## config.mk

```make
export PLATFORM = sky130hd
export DESIGN_NAME = matrix_stream_loader_flat
export DESIGN_NICKNAME = d
export VERILOG_FILES = /design/src/rtl/matrix_stream_loader_if.sv /design/src/rtl/matrix_stream_loader.sv /design/src/flat_wrapper.sv
export SDC_FILE = /design/constraint.sdc
export NUM_CORES = 2
export LEC_CHECK = 0
export CAP_MARGIN = 30
export CORE_AREA = 2 2 468 470
export CTS_CLUSTER_SIZE = 28
export DETAILED_ROUTE_END_ITERATION = 7
export DIE_AREA = 0 0 470 472
export SLEW_MARGIN = 20
export SYNTH_ARGS = -nofsm -noshare
export SYNTH_HDL_FRONTEND = slang
export SYNTH_SLANG_ARGS = --single-unit
export TNS_END_PERCENT = 50
```

## constraint.sdc

```tcl
create_clock -name clk -period 38.8 [get_ports clk]
set_input_delay 5.82 -clock clk [delete_from_list [all_inputs] [get_ports clk]]
set_output_delay 5.82 -clock clk [all_outputs]
set_load 0.01 [all_outputs]
```

## src/rtl/matrix_stream_loader_if.sv

```systemverilog
// Bus bundle for the matrix stream loader: configuration request, element
// stream, packed matrix output and the start/done handshake to the consumer.
//
// Handshakes: an element transfers on a rising clk edge where in_valid and
// in_ready are both high; in_ready never depends on in_valid. A frame request
// is taken on an edge where cfg_valid is high while the loader is idle (busy=0).
// The consumer sees start held high until it raises done; start drops after
// done is sampled, and the loader waits for done to fall before going idle.
interface matrix_stream_loader_if;
  logic          cfg_valid;
  logic [2:0]    rows;
  logic [2:0]    cols;
  logic          cfg_err;
  logic          in_valid;
  logic [31:0]   in_data;
  logic          in_ready;
  logic [1151:0] Aout;
  logic          start;
  logic          done;
  logic          busy;
  logic [1:0]    dbg_state;

  modport master (
    output cfg_valid, rows, cols, in_valid, in_data, done,
    input  cfg_err, in_ready, Aout, start, busy, dbg_state
  );

  modport slave (
    input  cfg_valid, rows, cols, in_valid, in_data, done,
    output cfg_err, in_ready, Aout, start, busy, dbg_state
  );
endinterface

```

## src/rtl/matrix_stream_loader.sv

```systemverilog
// Serial-to-packed matrix loader: collects up to 6x6 signed Q20.12 elements
// in row-major order into a zero-padded 1152-bit bus, then holds that bus
// stable across a start/done handshake with the downstream matrix block.
module matrix_stream_loader (
  input  logic                  clk,
  input  logic                  rst,
  matrix_stream_loader_if.slave bus
);

  typedef enum logic [1:0] {
    S_IDLE  = 2'd0,
    S_LOAD  = 2'd1,
    S_HOLD  = 2'd2,
    S_DRAIN = 2'd3
  } state_e;

  state_e        state_q, state_d;
  logic [5:0]    idx_q, idx_d;
  logic [5:0]    total_q, total_d;
  logic [1151:0] aout_q, aout_d;
  logic          start_q, start_d;
  logic          cfg_err_q, cfg_err_d;
  logic          dims_ok;

  // Legal dimensions are 1..6; both 0 and 7 are rejected.
  assign dims_ok = (bus.rows != 3'd0) && (bus.rows != 3'd7) &&
                   (bus.cols != 3'd0) && (bus.cols != 3'd7);

  // Next-state and datapath updates; every target defaults to holding.
  always_comb begin
    state_d   = state_q;
    idx_d     = idx_q;
    total_d   = total_q;
    aout_d    = aout_q;
    start_d   = start_q;
    cfg_err_d = 1'b0;
    case (state_q)
      S_IDLE: begin
        if (bus.cfg_valid) begin
          if (dims_ok) begin
            // Only the element count is needed afterwards: slot index is the
            // running accept count, which is already i*cols+j in row-major order.
            total_d = 6'(bus.rows) * 6'(bus.cols);
            aout_d  = '0;
            idx_d   = 6'd0;
            state_d = S_LOAD;
          end else begin
            cfg_err_d = 1'b1;
          end
        end
      end
      S_LOAD: begin
        if (bus.in_valid) begin
          aout_d[{idx_q, 5'd0} +: 32] = bus.in_data;
          idx_d = idx_q + 6'd1;
          if (idx_q == total_q - 6'd1) begin
            start_d = 1'b1;
            state_d = S_HOLD;
          end
        end
      end
      S_HOLD: begin
        if (bus.done) begin
          start_d = 1'b0;
          state_d = S_DRAIN;
        end
      end
      S_DRAIN: begin
        if (!bus.done) state_d = S_IDLE;
      end
      default: state_d = S_IDLE;
    endcase
  end

  // State register with asynchronous abort of any frame in flight.
  always_ff @(posedge clk or posedge rst) begin
    if (rst) begin
      state_q   <= S_IDLE;
      idx_q     <= 6'd0;
      total_q   <= 6'd0;
      aout_q    <= '0;
      start_q   <= 1'b0;
      cfg_err_q <= 1'b0;
    end else begin
      state_q   <= state_d;
      idx_q     <= idx_d;
      total_q   <= total_d;
      aout_q    <= aout_d;
      start_q   <= start_d;
      cfg_err_q <= cfg_err_d;
    end
  end

  assign bus.in_ready  = (state_q == S_LOAD);
  assign bus.busy      = (state_q != S_IDLE);
  assign bus.Aout      = aout_q;
  assign bus.start     = start_q;
  assign bus.cfg_err   = cfg_err_q;
  assign bus.dbg_state = state_q;

endmodule

```

## src/flat_wrapper.sv

```systemverilog
// flat-port wrapper written by rule: the top's interface ports become plain ports
module matrix_stream_loader_flat 
  (clk, rst, bus_cfg_valid, bus_rows, bus_cols, bus_in_valid, bus_in_data, bus_done, bus_cfg_err, bus_in_ready, bus_Aout, bus_start, bus_busy, bus_dbg_state);
  matrix_stream_loader_if bus_i ();
  input  logic clk;
  input  logic rst;
  input wire logic [$bits(bus_i.cfg_valid)-1:0] bus_cfg_valid;
  input wire logic [$bits(bus_i.rows)-1:0] bus_rows;
  input wire logic [$bits(bus_i.cols)-1:0] bus_cols;
  input wire logic [$bits(bus_i.in_valid)-1:0] bus_in_valid;
  input wire logic [$bits(bus_i.in_data)-1:0] bus_in_data;
  input wire logic [$bits(bus_i.done)-1:0] bus_done;
  output wire logic [$bits(bus_i.cfg_err)-1:0] bus_cfg_err;
  output wire logic [$bits(bus_i.in_ready)-1:0] bus_in_ready;
  output wire logic [$bits(bus_i.Aout)-1:0] bus_Aout;
  output wire logic [$bits(bus_i.start)-1:0] bus_start;
  output wire logic [$bits(bus_i.busy)-1:0] bus_busy;
  output wire logic [$bits(bus_i.dbg_state)-1:0] bus_dbg_state;
  assign bus_i.cfg_valid = bus_cfg_valid;
  assign bus_i.rows = bus_rows;
  assign bus_i.cols = bus_cols;
  assign bus_i.in_valid = bus_in_valid;
  assign bus_i.in_data = bus_in_data;
  assign bus_i.done = bus_done;
  assign bus_cfg_err = bus_i.cfg_err;
  assign bus_in_ready = bus_i.in_ready;
  assign bus_Aout = bus_i.Aout;
  assign bus_start = bus_i.start;
  assign bus_busy = bus_i.busy;
  assign bus_dbg_state = bus_i.dbg_state;
  matrix_stream_loader u_core (.clk(clk), .rst(rst), .bus(bus_i));
endmodule
```

==> results.txt <==
For this run, the detailed router's first-pass iteration total came to 8. The die width came out at 470 um. The slowest stage of the critical path belongs to the cell sky130_fd_sc_hd__buf_4. The via count of the first global-routing pass came to 39200.

For the worst setup path, the data required time is between 30000 and 40000 ps. Setup repair after global routing left no endpoint under its margin. The data arrival time at the worst-slack endpoint came out at 10370 ps. The peak fanout along the critical path is 140. The synthesis-stage register bit count came out at 1168. The average footprint of a synthesized cell came out at 11.3 um^2. The number of pins with negative max-slew slack in the final report came out at 0. The highest clock rate is 105 MHz. The die covers 222000 um^2. The cell area after synthesis is 46700 um^2.

The unique cell type count in the Yosys netlist is 60. The via count normalized by instance count came out at 4.81. The most common cell in the netlist is sky130_fd_sc_hd__dfrtp_1.

The wire length of the first global-routing pass came out at 334 mm. The number of resized instances in the post-cts repair step came out at 0. The analysis attributes to cell leakage a power of 28.2 nW. The number of max-capacitance violations reported is 0.

The number of nets handed over by synthesis was 4183. After global routing the overflow that remains totals 0. The sink count of the clock tree came out at 1168. The number of buffers added to fix hold violations after cts came out at 0.

By count the netlist is led by sky130_fd_sc_hd__dfrtp_1, sky130_fd_sc_hd__nand3_1, sky130_fd_sc_hd__o21ai_0. In this design, the critical path's most frequently occurring cell is sky130_fd_sc_hd__buf_4. Final hold analysis gives a worst-case slack of 484 ps. The areal power density over the cells came out at 56.4 nW/um^2. The share of the clock period used by the worst path after layout came out at 24.5%. The biggest area contributor in the post-synthesis netlist is sky130_fd_sc_hd__dfrtp_1. In the final routed layout, each cell accounts on average for 29.9 um. The effective utilization at floorplan is a little over a fifth. The later pin in the worst-skew pair is clocked with a latency of 810 ps.

For this block, the routed nets add up to 245 mm of wire. The routed layout has 39400 vias. In this run the worst hold path is classified as register to register. The async set or reset register ratio after synthesis is 100%. The sequential area share after synthesis came out at between 60% and 70%. The initial antenna violation count came out at 27. At the pin with the least slew margin, the transition time is 1020 ps. Global routing used between 20% and 30% of the available tracks across all layers. The die outline height came out at 472 um. In this run the clock root is driven by a sky130_fd_sc_hd__clkbuf_16. The portion of synthesized cell area occupied by the leading cell type is roughly 63%. The clock transition at the registers of the reported paths came out at approximately 60 ps.

The final weighted congestion of routability-driven global placement is 0.829. Yosys attributes the largest share of cell area to sky130_fd_sc_hd__dfrtp_1, sky130_fd_sc_hd__a22o_1, sky130_fd_sc_hd__nand3_1. Setup slack on the worst reg-to-reg path comes out at 34180 ps. The quantity of I/O buffers inserted on ports is 1200. The synthesis-to-layout area growth is 43.4%. The number of DRC markers in iteration 0 came out at 3190. The clock buffer count from CTS came out at 134. The routed design could run at a clock period as short as 9490 ps. In this run the post-CTS setup repair buffer count came out at 0.

The capturing element type of the critical path is an async pin. The final layout contains 5265 nets. The standard-cell row count is 171. The TritonCTS clock tree is yes. The signal on the critical path passes through clkdlybuf4s50_1, inv_8, buf_12, buf_4, buf_4, buf_4, buf_4. The worst slew margin relative to its limit came out at between 30 and 40%.

The number of DRC violations after detailed routing came out at 0. The number of synthesized flops with an enable pin came out at 0. The detailed placement HPWL is 170 mm. The layout has 22000 filler cells. After technology mapping, the gate count stands at 4124. After floorplanning, the core was sized to cover 217000 um^2. The cell count after placement is 7913. The total number of H-tree levels came out at 4.

The post-route clock skew is 21.7 ps. After routing, the total negative slack on setup checks comes to 0 ps. The total number of yosys warnings came out at 0. The count of placed standard cells in the final layout, fillers left out is 8185.

The longest individual stage delay on the worst path is around 760 ps. The worst voltage drop across the vdd grid came out at 47.2 uV. The maximum count of clock buffers along a single path is 3.

The final number of hold-violating endpoints came out at 0. The largest net degree at the start of global routing is 141. The run finished with clean final reports.

The antenna violation net count after detailed routing came out at 0. The critical path class is input pin to async pin. Setup violations remaining at the end of the flow were counted as 0. The worst setup path is launched from an input pin. The I/O pin total is 1201. The top flip-flop cell by instance count after synthesis is sky130_fd_sc_hd__dfrtp_1.

The fraction of layout instances using a drive strength above 1 came out at between 10% and 20%.
[worst max-delay path, delay by kind of cell]
kind | cells | cell delay [ps]
buf+inv | 7 | 4070
[per-stage QoR]
step	util (%)	worst slack, ps	area (um^2)	total power (W)
finish	30.9	29310	67000	0.00378
global route	30.9	28780	66900	0.00394
CTS	30.8	28690	66700	0.00381
detailed placement	28.7	27800	62100	0.00246
global placement	28.5	27920	61800	0.00245
floorplan	-	80.7	46700	0.00188
[per-layer routing]
layer | vias to the layer above | GRT usage [%] | routed length [um] | share of wire [%]
li1 | 16700 | - | - | -
met5 | - | 0 | 66 | 0.027
met1 | 20200 | 26.0 | 97400 | 40
met3 | 453 | 7.59 | 22600 | 9.3
met2 | 2004 | 33.0 | 110000 | 45
met4 | 10 | 11.7 | 14200 | 5.8
[placed cells by master, fill, tap and decap left out, drive strengths merged, types with 5 or more instances in the layout]
cell type,count
o31ai,39
clkdlybuf4s50,1168
a21oi,6
or4,7
or3,7
bufinv,8
a22o,280
nand2,234
nand3,465
nand4,6
xnor2,11
nor2,299
xor2,5
dfrtp,1168
a31oi,6
nand2b,5
and2,6
buf,150
and3,5
a31o,97
nor4,7
mux2i,69
nor3,84
clkinv,23
clkbuf,201
mux2,164
inv,215
ha,14
o2bb2ai,160
diode,22
o21ai,372
[state kept, by name, summed over array words and instances (netlist names)]
| register | flops |
|---|---|
| u_core.idx_q | 6 |
| u_core.bus.start | 1 |
| u_core.total_q | 6 |
| u_core.bus.cfg_err | 1 |
| u_core.bus.dbg_state | 2 |
| u_core.bus.Aout | 1152 |
[final cells by class]
| type | count | area (um^2) | area share [%] |
|---|---|---|---|
| multi-input cells | 2374 | 15600 | 23.3 |
| flip-flops and latches | 1168 | 29200 | 43.6 |
| clock buffers | 201 | 3940 | 5.88 |
| clock inverters | 38 | 651 | 0.971 |
| inverters | 210 | 796 | 1.19 |
| repair buffers | 1318 | 13100 | 19.6 |
| diodes | 22 | 55.1 | 0.0822 |
| well taps | 2854 | 3570 | 5.33 |
[cells by family after synthesis]
logic type	Yosys count	share of synthesized area, %
flip-flops	1168	62.6
buffers and inverters	582	4.96
AND/OR/NAND/NOR	1137	11.1
AO/OA/AOI/OAI	972	15.2
adder cells (fa/ha/maj)	16	0.461
XOR/XNOR	16	0.300
multiplexers	233	5.43
[power breakdown]
group          total, W  internal (W)  switching, W
sequential      0.00142       0.00133     0.0000829
clock           0.00133      0.000765      0.000566
combinational   0.00103      0.000328      0.000703
total           0.00378       0.00243       0.00135
[worst paths after layout]
kind | endpoint | start | cells after the start
hold reg to reg | u_core.bus.Aout[373]$_DFFE_PP0P_ | u_core.bus.Aout[373]$_DFFE_PP0P_ | 1
min in group asynchronous | u_core.bus.Aout[964]$_DFFE_PP0P_ | rst | 2
max in group clk | u_core.bus.Aout[166]$_DFFE_PP0P_ | bus_cols[2] | 10
setup / recovery | u_core.bus.Aout[505]$_DFFE_PP0P_ | rst | 7
hold / removal | u_core.bus.Aout[373]$_DFFE_PP0P_ | u_core.bus.Aout[373]$_DFFE_PP0P_ | 1
setup reg to reg | u_core.bus.Aout[166]$_DFFE_PP0P_ | u_core.bus.dbg_state[1]$_DFFE_PP0P_ | 9
Note: power is estimated with default switching activity, not from simulation.
